`config.mk`:
```
export PLATFORM = sky130hd
export DESIGN_NAME = mux8_rr_scheduler
export DESIGN_NICKNAME = d
export VERILOG_FILES = /design/src/rtl/mux8_rr_scheduler.sv
export SDC_FILE = /design/constraint.sdc
export NUM_CORES = 1
export LEC_CHECK = 0
export ABC_AREA = 1
export BUFFER_PORTS_ARGS = -buffer_cell sky130_fd_sc_hd__buf_2
export CORE_MARGIN = 2
export CORE_UTILIZATION = 43
export DETAILED_ROUTE_END_ITERATION = 12
export GPL_TIMING_DRIVEN = 0
export PLACE_DENSITY = 0.71
export SETUP_SLACK_MARGIN = 0.3
export SLEW_MARGIN = 20
export SYNTH_ARGS = -nofsm -noshare
export SYNTH_HDL_FRONTEND = slang
export SYNTH_SLANG_ARGS = --single-unit
export TNS_END_PERCENT = 30
```
`constraint.sdc`:
```
create_clock -name clk -period 2.3 [get_ports clk]
set_input_delay 0.345 -clock clk [delete_from_list [all_inputs] [get_ports clk]]
set_output_delay 0.345 -clock clk [all_outputs]
set_load 0.01 [all_outputs]
```
`src/rtl/mux8_rr_scheduler.sv`:
```
// ---------------------------------------------------------------------------
// mux8_rr_scheduler
//
// Purpose:
//   A round-robin scheduler that lets 8 requesters share one 8:1 single-bit
//   mux (inputs A..H, selects sel1..sel3). Requester i owns mux input i
//   (0=A ... 7=H). The block is a registered Moore FSM. It grants one
//   requester at a time for a fixed slot of SLOT_LEN cycles and drives the
//   mux select lines from the same register as the grant.
//
// Parameters:
//   SLOT_LEN  cycles per grant slot (1..255)
//   IDLE_SEL  {sel1,sel2,sel3} value driven while no grant is active
//
// Ports:
//   clk        in   1  rising-edge clock
//   rst        in   1  synchronous, active-high reset
//   req        in   8  request vector; req[i] = requester i wants the mux
//   lock       in   1  extend the current slot (only with MUX_SCHED_LOCK_EN)
//   sel1       out  1  mux select MSB (registered)
//   sel2       out  1  mux select mid bit (registered)
//   sel3       out  1  mux select LSB (registered)
//   gnt        out  8  one-hot grant; all-zero when idle (registered)
//   gnt_valid  out  1  high while a grant is active (registered)
//
// Configuration macro:
//   MUX_SCHED_LOCK_EN  when defined, adds the lock input. While the owner
//                      keeps requesting, lock=1 freezes the slot counter and
//                      suppresses expiry.
// ---------------------------------------------------------------------------
module mux8_rr_scheduler #(
    parameter int unsigned SLOT_LEN = 4,
    parameter logic [2:0]  IDLE_SEL = 3'd0
) (
    input  logic       clk,
    input  logic       rst,
    input  logic [7:0] req,
`ifdef MUX_SCHED_LOCK_EN
    input  logic       lock,
`endif
    output logic       sel1,
    output logic       sel2,
    output logic       sel3,
    output logic [7:0] gnt,
    output logic       gnt_valid
);

    typedef enum logic {
        ST_IDLE  = 1'b0,
        ST_GRANT = 1'b1
    } state_t;

    state_t     state_q, state_d;
    logic [7:0] gnt_q, gnt_d;
    logic [2:0] sel_q, sel_d;
    logic       gnt_valid_q, gnt_valid_d;
    logic [7:0] cnt_q, cnt_d;
    logic [2:0] last_ptr_q, last_ptr_d;

    logic       do_arb;
    logic [7:0] arb_req;
    logic [3:0] pick_res;
    logic       hold_lock;

    // Round-robin pick. The function returns {found, index} for the first set
    // bit, scanning from ptr+1 upward with wrap-around. ptr itself is visited
    // last. The loop runs from the farthest candidate to the nearest, so the
    // nearest set bit is the one that remains in res.
    function automatic logic [3:0] rr_pick(input logic [7:0] r, input logic [2:0] ptr);
        logic [3:0] res;
        logic [2:0] idx;
        res = 4'd0;
        for (int k = 8; k >= 1; k--) begin
            idx = ptr + 3'(k);
            if (r[idx]) begin
                res = {1'b1, idx};
            end
        end
        return res;
    endfunction

`ifdef MUX_SCHED_LOCK_EN
    assign hold_lock = lock;
`else
    assign hold_lock = 1'b0;
`endif

    // During GRANT, last_ptr_q is also the current owner index. So one
    // pointer serves both as the round-robin start point and as the owner.
    always_comb begin
        state_d     = state_q;
        gnt_d       = gnt_q;
        sel_d       = sel_q;
        gnt_valid_d = gnt_valid_q;
        cnt_d       = cnt_q;
        last_ptr_d  = last_ptr_q;
        do_arb      = 1'b0;
        arb_req     = 8'd0;

        case (state_q)
            ST_IDLE: begin
                if (|req) begin
                    do_arb  = 1'b1;
                    arb_req = req;
                end
            end
            ST_GRANT: begin
                if (!req[last_ptr_q]) begin
                    // Early release: the owner may not win again.
                    do_arb  = 1'b1;
                    arb_req = req & ~(8'd1 << last_ptr_q);
                end else if (hold_lock) begin
                    cnt_d = cnt_q;
                end else if (cnt_q != 8'd0) begin
                    cnt_d = cnt_q - 8'd1;
                end else begin
                    // Expiry: the owner stays eligible, but only as the last candidate.
                    do_arb  = 1'b1;
                    arb_req = req;
                end
            end
            default: begin
                state_d = ST_IDLE;
            end
        endcase

        pick_res = rr_pick(arb_req, last_ptr_q);

        if (do_arb) begin
            if (pick_res[3]) begin
                state_d     = ST_GRANT;
                gnt_d       = 8'd1 << pick_res[2:0];
                sel_d       = pick_res[2:0];
                gnt_valid_d = 1'b1;
                cnt_d       = 8'(SLOT_LEN - 1);
                last_ptr_d  = pick_res[2:0];
            end else begin
                state_d     = ST_IDLE;
                gnt_d       = 8'd0;
                sel_d       = IDLE_SEL;
                gnt_valid_d = 1'b0;
            end
        end
    end

    always_ff @(posedge clk) begin
        if (rst) begin
            state_q     <= ST_IDLE;
            gnt_q       <= 8'd0;
            sel_q       <= IDLE_SEL;
            gnt_valid_q <= 1'b0;
            cnt_q       <= 8'd0;
            last_ptr_q  <= 3'd7;
        end else begin
            state_q     <= state_d;
            gnt_q       <= gnt_d;
            sel_q       <= sel_d;
            gnt_valid_q <= gnt_valid_d;
            cnt_q       <= cnt_d;
            last_ptr_q  <= last_ptr_d;
        end
    end

    assign sel1      = sel_q[2];
    assign sel2      = sel_q[1];
    assign sel3      = sel_q[0];
    assign gnt       = gnt_q;
    assign gnt_valid = gnt_valid_q;

endmodule

```
==> reports/metrics.cfg, run 1 <==
[critical_path]
r2r_end = gnt[6]
worst-r2r-setup-slack_ns = -0.27
r2r_cells = 22
worstPathMaxFanout = 12
r2r_start = last_ptr_q[1]
cp-start-kind = flip-flop
crit_arrival_ns = 2.77
endpoint_kind = flip-flop
cp.required_ns = 2.50
crit_type = reg -> reg

[cts]
cts.sinks = 23
root_buffer = clkbuf_8
clock_path_buffers = 2
clkSlewWorstSetupHoldPaths_ns = 0.08
cts-buffers-inserted = 3
cts_tree = yes
cts-htree-levels = 1
clkLatencyLatePin_ns = 0.26

[final_layout]
final_area_um2 = 2970
antenna_cells = 0
drive_gt1_frac = 0.471
n_fill_cell = 468
area_delta_synth_final_pct = 31.5
regArea_um2 = 469
multi_input_area_um2 = 1820
final_net_count = 399

[min_path]
worstHoldStart = gnt[4]
min_path_cells = 2
hold_path.class = reg -> reg
min_delay_worst_endpoint = gnt[4]

[logic_synthesis]
ys_seq_elements = 23
syn_inst = 334
synthesis.area_um2 = 2260
seq_area_frac_synth = 0.204
synth_warnings = 0
synth_area_per_cell_um2 = 6.77
yosysUniqueCellTypes = 39
synthesis.nets = 354

[floorplanning]
die_width_um = 76.5
core_area_um2 = 5070
die_h_um = 76.5
num_rows = 26
initial_core_util = 0.446
die_area_um2 = 5850
io_pins = 22

[global_routing]
globalRouteMet3Util = 0.0332
grt-busiest-layer = met2
overflow = 0
grt_max_degree = 14
grtUsageTotal = 0.204
antenna_found_initial = 0
grt_pass1_vias = 2176
grt_use_met1 = 0.252
grt_pass1_wl_um = 9890
met2_usage = 0.363

[routing]
vias = 2308
post_drt_wl_per_cell_um = 13.5
drt_wl_total_um = 6040
drtAntennaViolNets = 0
firstDrtPassIters = 4
drt-vias-per-instance = 5.15
drt_iter0_drc = 141
drc = 0

[sta]
period_share = 1.12
setup_viol = 23
hold_violations = 0
fin_ws_ns = -0.272
fin_worst_skew_ns = 0.00608
fmax_mhz = 389
fin_crit_ns = 2.57
worst_pin_slew_ns = 0.559
rsz0062_at_grt = yes
relSlewSlack = 0.627
maxSlewViolCount = 0

[run_status]
violations = setup timing
status = complete, but fails checks

[placed_design]
portBuffers = 20
dp_hpwl_um = 4170
place_area_um2 = 2510
gp_congestion = 0.987

[run]
cap_violations = 0

[critical path, cell delays in order (launching register included)]
cell and delay [ns]:
dfxtp_4 0.36, buf_12 0.14, inv_16 0.05, nor2_4 0.09, nand3_2 0.09, nand2_4 0.11, inv_2 0.05, nand2_4 0.07
buf_12 0.13, nand2_2 0.05, nand3_2 0.10, nand2_2 0.08, nand3_2 0.10, nand3_2 0.11, nand2_4 0.12, nand3_1 0.08
nand3_1 0.09, nand2_1 0.05, nand2_1 0.07, nand2_2 0.08, a21oi_4 0.21, nand3_2 0.12, a21oi_2 0.15
[per-stage QoR]
stage | setup TNS, ns | std cells | setup WS [ns] | hold WS, ns | utilization
after global routing | -8.60 | 448 | -0.498 | 0.496 | 0.586
after floorplan | 0 | 334 | 0.0910 | 0.452 | -
after detailed placement | -4.53 | 424 | -0.285 | 0.458 | 0.495
final | -4.86 | 448 | -0.272 | 0.462 | 0.586
after global placement | -4.38 | 424 | -0.282 | 0.453 | 0.495
after CTS | -2.40 | 439 | -0.190 | 0.470 | 0.556
[kinds of logic (layout without fill, tap and decap cells)]
logic type      Yosys count  count (layout)  share of synthesized area
simple gates            207             207                      0.520
flops                    23              23                      0.204
xor+xnor                  4               4                     0.0155
compound gates           35              35                     0.0924
fa+ha+maj                10              10                     0.0553
buf+inv                  55              99                      0.113
[layout make-up]
class,count,area share
timing repair buffer,40,0.0833
clock buffer,3,0.0139
inverter,49,0.0745
multi-input combinational,256,0.612
sequential,23,0.158
buffer,6,0.0274
clock inverter,1,0.00168
tap,70,0.0295
[repair_timing]
item,CTS,global route
setup endpoints to repair,23,23
cloned,1,0
buffers inserted,10,9
gates resized for setup,45,23
hold buffers,0,0
pin swaps,11,18
[per-layer routing]
| metal | vias to the layer above | share of wire |
|---|---|---|
| li1 | 1166 | - |
| met1 | 1065 | 0.43 |
| met2 | 67 | 0.50 |
| met3 | 10 | 0.047 |
| met4 | 0 | 0.018 |
| met5 | - | 0 |
[sequential cells by signal, indices dropped and copies added, names as in the netlist]
| signal | flops |
|---|---|
| last_ptr_q | 3 |
| gnt_valid | 1 |
| gnt | 8 |
| sel_q | 3 |
| cnt_q | 8 |
[cells in the mapped netlist, drive strengths merged]
cell,count,share of area
a2bb2oi,1,0.0039
a31oi,1,0.0028
buf,5,0.027
nor2,28,0.061
o211ai,2,0.0066
clkbuf,1,0.0017
xor2,3,0.012
a31o,1,0.0039
clkinv,2,0.0033
dfxtp,23,0.20
nand3,61,0.19
o21ai,8,0.018
a21oi,20,0.051
nor4,2,0.0055
nor3,3,0.0066
xnor2,1,0.0039
or2,2,0.0055
ha,10,0.055
nand3b,2,0.0083
a211oi,1,0.0033
a21boi,1,0.0033
nand2,107,0.24
nand4,2,0.0055
inv,47,0.081
[placed cells by master (no fill, tap or decap), types with 2 or more instances in the layout]
cell       n
buf_4     20
nand3_2   36
or2_2      2
nand2_1   61
inv_4      3
o21ai_0    6
nor2_4     7
buf_2     21
nand4_1    2
nor4_1     2
clkbuf_8   3
dfxtp_1   20
nor3_1     3
inv_1     33
nand2_2   28
buf_12     2
a21oi_2    6
nor2_1    19
o211ai_1   2
nand2_4   17
nand3_4    7
a21oi_1   13
dfxtp_4    2
nor2_2     2
buf_8      2
clkinv_2   2
inv_2      8
nand3_1   18
xor2_1     3
ha_1      10
[worst max path at each step]
stage	start	end	cells past startpoint
after floorplan	last_ptr_q[1]	gnt[4]	26
after detailed placement	last_ptr_q[0]	cnt_q[3]	20
after global routing	last_ptr_q[1]	gnt[6]	24
after CTS	last_ptr_q[0]	gnt[6]	21
after global placement	last_ptr_q[0]	cnt_q[3]	20
final	last_ptr_q[1]	gnt[6]	22
Power of run 1 is not shown: default switching activity piles up to over one toggle a cycle in this logic, so the estimate is an artifact.
==> inputs of run 2 (changes only) <==
- TNS_END_PERCENT: 30 -> unset
==> run 2 against run 1 <==
  * The flow still finishes with violations (setup timing)
  * Count of clock-buffer cells in the layout is 1 higher
  * Via count is 4.4% higher
  * Hold slack better by 0.0042 ns
  * Critical path type unchanged
==> reports/metrics.cfg, run 2 (synthesized netlist as in run 1, its figures left out) <==
[cts]
cts-htree-levels = 1  ; unchanged
cts_tree = yes
cts-buffers-inserted = 3  ; unchanged
clock_path_buffers = 2  ; unchanged
clkSlewWorstSetupHoldPaths_ns = 0.07  ; about the same
clkLatencyLatePin_ns = 0.26  ; about the same
cts.sinks = 23  ; unchanged
root_buffer = clkbuf_8
hold_buffers = 0  ; unchanged

[final_layout]
n_fill_cell = 416  ; -11%
final_common_cell = nand2_1
fin_util = 0.634  ; +0.0483
area_delta_synth_final_pct = 42.3
regArea_um2 = 467  ; -0.53%
mostFrequentLayoutCells = nand2_1 (57), inv_1 (34), buf_4 (31)
drive_gt1_frac = 0.495  ; +0.0240
final_net_count = 411  ; +3.0%
antenna_cells = 0  ; unchanged
final_area_um2 = 3220  ; +8.2%
final_cells = 460  ; +2.7%
multi_input_area_um2 = 1980  ; +8.6%

[critical_path]
crit_arrival_ns = 2.71  ; -0.06 ns
slowest_stage = dfxtp_4
crit_chain = buf_8 -> nand2_4 -> nand3_2 -> nand2_4 -> nor2_4 -> nand2_4 -> nand3_4 -> nand2_4 -> nand3_2 -> nand3b_1 -> buf_4 -> buf_4 -> buf_4 -> buf_4 -> buf_4 -> nand2_4 -> nor2_4 -> nand3_1 -> nand2_1
worst-path-buf-inv = 6  ; +2
endpoint_kind = flip-flop
cp_top_family = simple AND/OR/NAND/NOR gates
crit_type = reg -> reg
cp-start-kind = flip-flop
worstPathMaxFanout = 6  ; -6
slowest_delay_ns = 0.42  ; +0.06 ns
cp.required_ns = 2.46  ; -0.04 ns

[placed_design]
dp_hpwl_um = 4200  ; +0.72%
place_area_um2 = 2510  ; unchanged
portBuffers = 20  ; unchanged
gp_congestion = 0.999  ; +1.3%
dp_cells = 424  ; unchanged

[routing]
drt_iter0_drc = 127  ; -9.9%
post_drt_wl_per_cell_um = 14.4  ; +6.7%
drc = 0  ; unchanged
drt_wl_total_um = 6620  ; +9.5%
drt-vias-per-instance = 5.24  ; +1.7%
drtAntennaViolNets = 0  ; unchanged
top_layer = met4
met1Wirelength_um = 2780  ; +5.9%
firstDrtPassIters = 4  ; unchanged
dr_wl_met2_um = 3300  ; +9.1%
wl_met3_um = 263  ; -6.4%
vias = 2410  ; +4.4%

[floorplanning]
num_rows = 26  ; unchanged
die_width_um = 76.5  ; unchanged
io_pins = 22  ; unchanged
die_h_um = 76.5  ; unchanged
die_area_um2 = 5850  ; unchanged
initial_core_util = 0.446  ; unchanged
core_area_um2 = 5070  ; unchanged

[sta]
worst_pin_slew_ns = 0.526  ; -0.0335 ns
hold_ws_ns = 0.467  ; +0.00421 ns
fmax_mhz = 392  ; +0.90%
hold_violations = 0  ; unchanged
setup_viol = 23  ; unchanged
fin_worst_skew_ns = 0.00397  ; -0.00211 ns
fin_ws_ns = -0.250  ; +0.0229 ns
rsz0062_at_grt = yes
relSlewSlack = 0.650  ; +0.0223
fin_crit_ns = 2.55  ; -0.0229 ns
period_share = 1.11  ; -0.00997
maxSlewViolCount = 0  ; unchanged

[global_routing]
antenna_found_initial = 0  ; unchanged
grt_max_degree = 13  ; -1
overflow = 0  ; unchanged
grt_pass1_wl_um = 10100  ; +2.0%
grtUsageTotal = 0.211  ; +0.00738
grt_pass1_vias = 2266  ; +4.1%

[run_status]
status = complete, but fails checks
violations = setup timing

[min_path]
hold_path.class = reg -> reg

[run]
cap_violations = 0  ; unchanged

-- run 2: metal layers --
metal / vias to the layer above / global-route usage
met3: 25 / 0.0237
met4: 0 / 0.100
met2: 71 / 0.375
li1: 1195 / -
met1: 1119 / 0.253
met5: - / 0
-- run 2: path summary, 6_finish.rpt --
path                 start      to  slack (ns)  depth (start not counted)
max reg2reg  last_ptr_q[0]  gnt[2]       -0.25                         19
min                 gnt[6]  gnt[6]        0.47                          2
max          last_ptr_q[0]  gnt[2]       -0.25                         19
min reg2reg         gnt[6]  gnt[6]        0.47                          2
-- run 2: area by class of cell --
class	count	share of cell area
Multi-Input combinational cell	257	0.614
Sequential cell	23	0.145
Timing Repair Buffer	51	0.105
Inverter	49	0.0700
Tap cell	70	0.0272
Buffer	6	0.0253
Clock buffer	4	0.0140
-- run 2: stage by stage --
step,setup WS [ns],setup TNS [ns]
global placement,-0.287,-4.48
detailed placement,-0.290,-4.68
floorplan,0.0910,0
global route,-0.402,-7.83
CTS,-0.169,-2.80
finish,-0.250,-4.29
-- run 2: repair_timing --
action                                  4_1_cts  5_1_grt
endpoints found under the setup margin       23       23
resized for setup                            41       53
pin swaps                                    17       26
buffers inserted                             21       10
gates cloned                                  1        0
-- run 2: worst reg2reg max path: cells and delay by family (launching register included) --
kind	cells	cell delay, ns
flops	1	0.42
simple gates	13	1.25
buf+inv	6	0.78
Power of run 2 is left out for the same reason.
==> inputs of run 3 (changes only) <==
- PLACE_DENSITY: 0.71 -> unset
- SKIP_CTS_REPAIR_TIMING: unset -> 1
==> run 3 against run 2 <==
  * The flow still finishes with violations (setup timing)
  * Non-clock buffer count shrank 13
  * Cell count shrank 2.8%
  * Worst setup slack lost 0.022 ns
  * Maximum frequency shrank 0.86%
  * Via count shrank 4.5%
  * Hold slack lost 0.0029 ns
  * Global-route usage shrank 1.8 points
  * Sequential share of layout area grew 0.59 points
  * Critical endpoint is now gnt[7]
==> reports/metrics.cfg, run 3 (synthesized netlist as in run 1, its figures left out) <==
[run_status]
status = complete, but fails checks
violations = setup timing

[placed_design]
dp_cells = 424  ; unchanged
gp_congestion = 0.853  ; -15%
portBuffers = 20  ; unchanged
dp_hpwl_um = 4350  ; +3.5%

[sta]
maxSlewViolCount = 0  ; unchanged
hold_violations = 0  ; unchanged
worst_pin_slew_ns = 0.559  ; +0.0338 ns
relSlewSlack = 0.627  ; -0.0226
fin_crit_ns = 2.57  ; +0.0221 ns
fin_ws_ns = -0.272  ; -0.0221 ns
fin_worst_skew_ns = 0.00277  ; -0.00120 ns
setup_viol = 23  ; unchanged
rsz0062_at_grt = yes
setup-tns-final_ns = -4.68  ; -0.384 ns
fmax_mhz = 389  ; -0.86%
period_share = 1.12  ; +0.00960

[routing]
firstDrtPassIters = 4  ; unchanged
post_drt_wl_per_cell_um = 14.2  ; -1.2%
drc = 0  ; unchanged
drt_wl_total_um = 6350  ; -4.0%
drt_iter0_drc = 135  ; +6.3%
vias = 2301  ; -4.5%
drt-vias-per-instance = 5.15  ; -1.7%
drtAntennaViolNets = 0  ; unchanged

[cts]
clkLatencyLatePin_ns = 0.27  ; about the same
cts-htree-levels = 1  ; unchanged
cts.sinks = 23  ; unchanged
cts-buffers-inserted = 3  ; unchanged
cts_tree = yes
root_buffer = clkbuf_8
clock_path_buffers = 2  ; unchanged
clkSlewWorstSetupHoldPaths_ns = 0.09  ; +0.02 ns

[global_routing]
antenna_found_initial = 0  ; unchanged
overflow = 0  ; unchanged
grt_max_degree = 15  ; +2
grtUsageTotal = 0.193  ; -0.0179
grt_pass1_vias = 1921  ; -15%
grt_pass1_wl_um = 9250  ; -8.3%

[critical_path]
crit_type = reg -> reg
endpoint_kind = flip-flop
cp.required_ns = 2.51  ; +0.05 ns
cp-start-kind = flip-flop
crit_arrival_ns = 2.78  ; +0.07 ns
slowest_stage = dfxtp_2
worstPathMaxFanout = 10  ; +4
crit_chain = buf_6 -> inv_4 -> nor2_4 -> nand3_2 -> nand2_4 -> inv_2 -> nand2_4 -> buf_12 -> nand2_4 -> nand3_4 -> nand2_4 -> nand3_2 -> nand2_2 -> nand2_2 -> nand2_2 -> nor2_1 -> nand2_1 -> nand3_1 -> nand2_1 -> nand2_1 -> nand2_2 -> a21oi_4 -> nand3_2 -> a21oi_2
slowest_delay_ns = 0.34  ; -0.08 ns

[final_layout]
multi_input_area_um2 = 1970  ; -0.25%
drive_gt1_frac = 0.480  ; -0.0148
final_common_cell = nand2_1
final_net_count = 398  ; -3.2%
mostFrequentLayoutCells = nand2_1 (57), inv_1 (35), nand3_2 (28)
final_cells = 447  ; -2.8%
antenna_cells = 0  ; unchanged
area_delta_synth_final_pct = 37.5
regArea_um2 = 469  ; +0.54%
n_fill_cell = 475  ; +14%

[min_path]
hold_path.class = reg -> reg

[floorplanning]
num_rows = 26  ; unchanged
io_pins = 22  ; unchanged
core_area_um2 = 5070  ; unchanged
die_width_um = 76.5  ; unchanged
initial_core_util = 0.446  ; unchanged
die_h_um = 76.5  ; unchanged
die_area_um2 = 5850  ; unchanged

[run]
cap_violations = 0  ; unchanged

## run 3: final timing paths
path | to | cells past startpoint | from | slack, ns
hold reg to reg | gnt[5] | 2 | gnt[5] | 0.46
hold / removal | gnt[5] | 2 | gnt[5] | 0.46
setup / recovery | gnt[7] | 24 | last_ptr_q[2] | -0.27
setup reg to reg | gnt[7] | 24 | last_ptr_q[2] | -0.27
## run 3: area by class of cell
class / count / area share
timing repair buffer: 38 / 0.0749
clock inverter: 1 / 0.00242
inverter: 49 / 0.0725
buffer: 6 / 0.0238
multi-input combinational: 257 / 0.634
tap: 70 / 0.0282
sequential: 23 / 0.151
clock buffer: 3 / 0.0133
## run 3: metal layers
layer	routed length, um	up-vias	track usage
li1	-	1162	-
met1	2950	1088	0.276
met2	3080	44	0.312
met3	255	7	0.0261
met4	67	0	0.0382
met5	0	-	0
## run 3: stage by stage
| stage | hold slack (ns) | setup WS (ns) | area, um2 | utilization |
|---|---|---|---|---|
| finish | 0.464 | -0.272 | 3110 | 0.612 |
| global route | 0.487 | -0.473 | 3110 | 0.612 |
| CTS | 0.466 | -0.397 | 2560 | 0.504 |
| detailed placement | 0.453 | -0.366 | 2510 | 0.495 |
| global placement | 0.453 | -0.338 | 2510 | 0.495 |
| floorplan | 0.452 | 0.0910 | 2320 | - |
## run 3: worst max-delay path: cells and delay by family (launching register included)
kind	cells	cell delay, ns
and+or+nand+nor	18	1.41
buffers and inverters	4	0.41
AOI/OAI and AO/OA	2	0.31
DFF	1	0.34
Power of run 3 is left out for the same reason.
